===== src/rtl/fir_seq_ctrl.sv =====
// fir_seq_ctrl: frame sequencer for the FIR core (load, compute, readout).
// Define FIR_SEQ_CYCLE_CNT_EN to add the compute_cycles output.
module fir_seq_ctrl #(
    parameter int N            = 10,
    parameter int SIGNAL_COUNT = 10,
    parameter int DW           = 32,
    parameter int AW           = 32
) (
    input  logic          clk,
    input  logic          reset,
    input  logic          start,
    input  logic          in_valid,
    input  logic [DW-1:0] in_data,
    output logic          in_ready,
    output logic          out_valid,
    output logic [DW-1:0] out_data,
    input  logic          out_ready,
    output logic [AW-1:0] core_addr,
    output logic [DW-1:0] core_x,
    output logic [1:0]    core_op,
    input  logic [DW-1:0] core_y,
    input  logic          core_done,
`ifdef FIR_SEQ_CYCLE_CNT_EN
    output logic [15:0]   compute_cycles,
`endif
    output logic          busy,
    output logic          frame_done
);

    localparam int CW = $clog2(SIGNAL_COUNT + 1);
    localparam logic [CW-1:0] LAST = CW'(SIGNAL_COUNT - 1);

    localparam logic [1:0] OP_IDLE = 2'b00;
    localparam logic [1:0] OP_LOAD = 2'b01;
    localparam logic [1:0] OP_COMP = 2'b10;
    localparam logic [1:0] OP_READ = 2'b11;

    generate
        if (SIGNAL_COUNT < 1 || N < 1) begin : g_bad_cfg
            $error("fir_seq_ctrl: SIGNAL_COUNT and N must be >= 1");
        end
    endgenerate

    typedef enum logic [2:0] {
        IDLE, LOAD, LOAD_FLUSH, COMPUTE, RD_ADDR, RD_CAP, RD_OUT, FINISH
    } state_e;

    state_e        state_q, state_d;
    logic [CW-1:0] cnt_q, cnt_d;
    logic          in_ready_q, in_ready_d;
    logic          out_valid_q, out_valid_d;
    logic [DW-1:0] out_data_q, out_data_d;
    logic [AW-1:0] core_addr_q, core_addr_d;
    logic [DW-1:0] core_x_q, core_x_d;
    logic [1:0]    core_op_q, core_op_d;
    logic          busy_q, busy_d;
    logic          frame_done_q, frame_done_d;

    logic          load_acc;
    logic          out_acc;

    assign load_acc = in_valid && in_ready_q;
    assign out_acc  = out_valid_q && out_ready;

    always_ff @(posedge clk) begin
        if (reset) begin
            state_q      <= IDLE;
            cnt_q        <= '0;
            in_ready_q   <= 1'b0;
            out_valid_q  <= 1'b0;
            out_data_q   <= '0;
            core_addr_q  <= '0;
            core_x_q     <= '0;
            core_op_q    <= OP_IDLE;
            busy_q       <= 1'b0;
            frame_done_q <= 1'b0;
        end else begin
            state_q      <= state_d;
            cnt_q        <= cnt_d;
            in_ready_q   <= in_ready_d;
            out_valid_q  <= out_valid_d;
            out_data_q   <= out_data_d;
            core_addr_q  <= core_addr_d;
            core_x_q     <= core_x_d;
            core_op_q    <= core_op_d;
            busy_q       <= busy_d;
            frame_done_q <= frame_done_d;
        end
    end

    always_comb begin
        state_d = state_q;
        unique case (state_q)
            IDLE:       if (start) state_d = LOAD;
            LOAD:       if (load_acc && cnt_q == LAST) state_d = LOAD_FLUSH;
            LOAD_FLUSH: state_d = COMPUTE;
            COMPUTE:    if (core_done) state_d = RD_ADDR;
            RD_ADDR:    state_d = RD_CAP;
            RD_CAP:     state_d = RD_OUT;
            RD_OUT: begin
                if (out_acc) state_d = (cnt_q == LAST) ? FINISH : RD_ADDR;
            end
            FINISH:     state_d = IDLE;
            default:    state_d = IDLE;
        endcase
    end

    // Output registers are loaded one cycle ahead so they line up with state_q.
    always_comb begin
        cnt_d        = cnt_q;
        in_ready_d   = in_ready_q;
        out_valid_d  = out_valid_q;
        out_data_d   = out_data_q;
        core_addr_d  = core_addr_q;
        core_x_d     = core_x_q;
        core_op_d    = core_op_q;
        frame_done_d = 1'b0;
        busy_d       = (state_d != IDLE);
        unique case (state_q)
            IDLE: begin
                if (start) begin
                    cnt_d      = '0;
                    in_ready_d = 1'b1;
                    core_op_d  = OP_LOAD;
                end
            end
            LOAD: begin
                if (load_acc) begin
                    core_x_d    = in_data;
                    core_addr_d = AW'(cnt_q);
                    cnt_d       = cnt_q + CW'(1);
                    if (cnt_q == LAST) in_ready_d = 1'b0;
                end
            end
            LOAD_FLUSH: core_op_d = OP_COMP;
            COMPUTE: begin
                if (core_done) begin
                    core_op_d   = OP_READ;
                    core_addr_d = '0;
                    cnt_d       = '0;
                end
            end
            RD_CAP: begin
                out_data_d  = core_y;
                out_valid_d = 1'b1;
            end
            RD_OUT: begin
                if (out_acc) begin
                    out_valid_d = 1'b0;
                    cnt_d       = cnt_q + CW'(1);
                    if (cnt_q == LAST) begin
                        core_op_d    = OP_IDLE;
                        core_addr_d  = '0;
                        frame_done_d = 1'b1;
                    end else begin
                        core_addr_d = AW'(cnt_q + CW'(1));
                    end
                end
            end
            default: ;
        endcase
    end

`ifdef FIR_SEQ_CYCLE_CNT_EN
    logic [15:0] ccyc_q, ccyc_d;

    always_comb begin
        ccyc_d = ccyc_q;
        if (state_q == IDLE && start) begin
            ccyc_d = '0;
        end else if (state_q == COMPUTE && ccyc_q != 16'hFFFF) begin
            ccyc_d = ccyc_q + 16'd1;
        end
    end

    always_ff @(posedge clk) begin
        if (reset) ccyc_q <= '0;
        else       ccyc_q <= ccyc_d;
    end

    assign compute_cycles = ccyc_q;
`endif

    assign in_ready   = in_ready_q;
    assign out_valid  = out_valid_q;
    assign out_data   = out_data_q;
    assign core_addr  = core_addr_q;
    assign core_x     = core_x_q;
    assign core_op    = core_op_q;
    assign busy       = busy_q;
    assign frame_done = frame_done_q;

endmodule

===== config.mk =====
export PLATFORM = sky130hd
export DESIGN_NAME = fir_seq_ctrl
export DESIGN_NICKNAME = d
export VERILOG_FILES = /design/src/rtl/fir_seq_ctrl.sv
export SDC_FILE = /design/constraint.sdc
export NUM_CORES = 1
export LEC_CHECK = 0
export BUFFER_PORTS_ARGS = -buffer_cell sky130_fd_sc_hd__buf_4
export CAP_MARGIN = 40
export CORE_MARGIN = 1
export CORE_UTILIZATION = 46
export DETAILED_ROUTE_END_ITERATION = 10
export GPL_TIMING_DRIVEN = 0
export PLACE_DENSITY_LB_ADDON = 0.05
export SLEW_MARGIN = 20
export SYNTH_ARGS = -nofsm -noshare
export SYNTH_HDL_FRONTEND = slang
export SYNTH_SLANG_ARGS = --single-unit

===== constraint.sdc =====
create_clock -name clk -period 1.8 [get_ports clk]
set_input_delay 0.45 -clock clk [delete_from_list [all_inputs] [get_ports clk]]
set_output_delay 0.45 -clock clk [all_outputs]
set_load 0.02 [all_outputs]

==> results.toml <==
[layout]
final_cell_count_no_fill = 732
flow.area_growth_from_synthesis_pct = 44.2
drive_above_1_share_pct = 35.4
num_antenna_cells = 0
final_design_area_no_fill_um2 = 5140
fillers = 637
final_net_count = 700
layout.cells.most_common = "sky130_fd_sc_hd__buf_4"
mostFrequentLayoutCells = "sky130_fd_sc_hd__buf_4, sky130_fd_sc_hd__nand2_1, sky130_fd_sc_hd__dfxtp_1"

[detailed_routing]
drt_first_pass_iters = 5
routed-via-count = 3536
initialDrtViolationCount = 137
routed_via_density = 4.83
wire_per_inst_um = 12.8
wl_um = 9380
route.detailed.drc = 0
drtAntennaViolNets = 0

[critical_path]
worst_r2r_endpoint = "busy"
timing.critical_path.from = "cnt_q[1]"
reg2regPathDepth = 6
worstPathArrival_ps = 2000
worst_reg2reg_path_startpoint = "cnt_q[1]"
crit_chain = "inv_1 > ha_1 > nand3b_4 > or3_1 > a311oi_2 > a211o_1"
r2r_slack_ps = 80
critPathMaxStageDelay_ps = 420
timing.critical_path.slowest_stage_cell = "sky130_fd_sc_hd__or3_1"
timing.critical_path.to_type = "flip-flop"
criticalPathCategory = "flip-flop to flip-flop"
critPathMaxFanout = 7
cp-start-kind = "flip-flop"
crit_required_ps = 2080

[clocking]
clk_path_buf_depth = 2
worst_setup_hold_path_clk_slew_ps = 90
post_cts_buffers = 0
cts_tree = "yes"
cts_root_buf = "sky130_fd_sc_hd__clkbuf_8"
cts_sinks = 82
cts_htree_levels = 3
tritoncts.num_buffers = 9
clkLatencyLatePin_ps = 340
ctsHoldBuffers = 0

[hold_path]
holdCritPathClass = "input port to flip-flop"
min_from = "core_y[16]"
holdPathEnd = "out_data[16]"
worstHoldPathCells = 3

[floorplan]
placeable_core_region_um2 = 7370
die_ar_um2 = 8110
initial_util_pct = 48.4
placement_rows = 31
dieWidth_um = 90.0
die-height_um = 90.0
pin_count = 172

[grt]
grt_usage_pct = 22.0
maximum_number_of_pins_on_one_net_before_global_route_repair = 15
antenna_violations_before_repair = 0
via_count_of_the_first_global_routing_pass = 3157
overflow = 0
first_pass_grt_wire_length_um = 14700

[timing]
final.setup_skew_ps = 10.5
tightestPinTransition_ps = 628
whs_ps = 351
final.period_utilization_pct = 95.7
final-hold-violation-count = 0
number_of_pins_exceeding_their_max_slew_limit_in_the_final_report = 0
totalNegativeSetupSlack_ps = 0
max_slew_margin_pct = 58.2
rsz0062_at_grt = "no"
max_clock_freq_ghz = 0.580
period_needed_ps = 1720
final-setup-viol-count = 0

[synthesis]
syn-mean-instance-area_um2 = 7.97
syn_area_um2 = 3560
synthesis.yosys.warnings = 0
ys_seq_area_share_pct = 46.1
netlist_instances = 447
synth-edff-count = 0
number_of_storage_elements_in_the_synthesis_netlist = 82
netlist-cell-type-count = 51
synth-async-reset-ratio_pct = 0
synth_flop_type = "sky130_fd_sc_hd__dfxtp_1"

[placement]
dp_cells = 716
postPlaceCellArea_um2 = 4870
globalplace.congestion = 0.942
portBuffers = 144
post_detailed_placement_half_perimeter_wirelength_um = 7010

[run]
drv_cap = 0

[status]
status = "complete, no violations"

[power_and_ir_drop]
totalPowerFinal_mw = 3.82
power_leakage_nw = 2.31
power_density_nw_per_um2 = 742
ir_worst_vdd_v = 0.000438
-- registers in the layout, indices dropped and copies added (netlist names) --
signal and cells:
out_data 32, core_addr 5, frame_done 1, busy 1, out_valid 1, core_x 32
state_q 3, cnt_q 4, in_ready 1, core_op 2
-- what timing repair did --
item,4_1_cts,5_1_grt
setup endpoints to repair,1,38
pin swaps,0,2
gates resized for setup,1,16
-- power by group --
| group | internal, mW | switching, mW | total [mW] |
|---|---|---|---|
| Clock | 0.865 | 0.651 | 1.52 |
| Sequential | 1.84 | 0.0161 | 1.85 |
| Combinational | 0.217 | 0.230 | 0.447 |
| Total | 2.92 | 0.898 | 3.82 |
-- cell usage after synthesis, types with 2 or more instances --
master	number	share of area [%]
sky130_fd_sc_hd__a21oi_1	78	11
sky130_fd_sc_hd__a311oi_1	2	0.49
sky130_fd_sc_hd__and2_1	4	0.70
sky130_fd_sc_hd__buf_2	11	1.5
sky130_fd_sc_hd__buf_4	28	5.9
sky130_fd_sc_hd__clkbuf_1	16	1.7
sky130_fd_sc_hd__dfxtp_1	82	46
sky130_fd_sc_hd__ha_1	2	0.70
sky130_fd_sc_hd__inv_1	4	0.42
sky130_fd_sc_hd__nand2_1	138	15
sky130_fd_sc_hd__nand2b_1	3	0.53
sky130_fd_sc_hd__nand3_1	6	0.84
sky130_fd_sc_hd__nand3b_4	2	1.1
sky130_fd_sc_hd__nand4_1	3	0.53
sky130_fd_sc_hd__nand4b_1	2	0.49
sky130_fd_sc_hd__nor2_1	5	0.53
sky130_fd_sc_hd__nor2b_1	4	0.70
sky130_fd_sc_hd__nor3_1	5	0.70
sky130_fd_sc_hd__nor4_1	2	0.35
sky130_fd_sc_hd__o2111a_1	2	0.63
sky130_fd_sc_hd__o211ai_1	3	0.63
sky130_fd_sc_hd__o21ai_0	9	1.3
sky130_fd_sc_hd__o221a_2	2	0.63
sky130_fd_sc_hd__o31ai_1	4	0.84
sky130_fd_sc_hd__or3_1	3	0.53
sky130_fd_sc_hd__or3b_2	2	0.49
-- layer usage --
metal | wire length [µm] | vias up | share of wire (%) | global-route usage, %
li1 | - | 1813 | - | -
met1 | 4050 | 1568 | 43 | 26.9
met2 | 4520 | 146 | 48 | 37.6
met3 | 737 | 9 | 7.9 | 5.75
met4 | 63 | 0 | 0.67 | 7.26
met5 | 0 | - | 0 | 0
-- per-stage QoR --
stage | utilization (%) | setup slack [ps]
finish | 69.8 | 76.6
global placement | 66.0 | -5.01
global route | 69.8 | 20.1
floorplan | - | 222
CTS | 69.3 | 14.7
detailed placement | 66.0 | -46.8
-- area by class of cell --
| type | instances | area, µm² | share of cell area (%) |
|---|---|---|---|
| buffer | 56 | 343 | 6.67 |
| clock buffer | 11 | 151 | 2.94 |
| clock inverter | 5 | 85.1 | 1.65 |
| inverter | 5 | 18.8 | 0.365 |
| multi-input combinational | 330 | 1690 | 32.9 |
| sequential | 82 | 1650 | 32.1 |
| tap | 99 | 124 | 2.41 |
| timing repair buffer | 144 | 1080 | 21.0 |
-- worst max-delay path, delay by kind of cell, from the launching register on --
kind            cells  cell delay [ps]
simple gates        2              560
compound gates      2              470
flops               1              340
fa+ha+maj           1              220
buf+inv             1               70
-- worst max-delay path by stage --
stage	slack [ps]	end	cells past startpoint
floorplan	220	core_x[0]	6
global placement	-5	core_x[17]	6
detailed placement	-50	core_x[27]	6
CTS	10	core_x[23]	6
global route	20	busy	6
finish	80	busy	6
-- cell families (layout without fill, tap and decap cells) --
family | count (synthesis) | after routing | synth area share, %
AO/OA/AOI/OAI | 114 | 114 | 19.0
XOR/XNOR | 1 | 1 | 0.456
adder cells (fa/ha/maj) | 2 | 2 | 0.702
buffers and inverters | 61 | 221 | 9.97
flip-flops | 82 | 82 | 46.1
other | 1 | 27 | 0.105
AND/OR/NAND/NOR | 186 | 186 | 23.7
No activity file was read; power rests on OpenSTA's default activity.
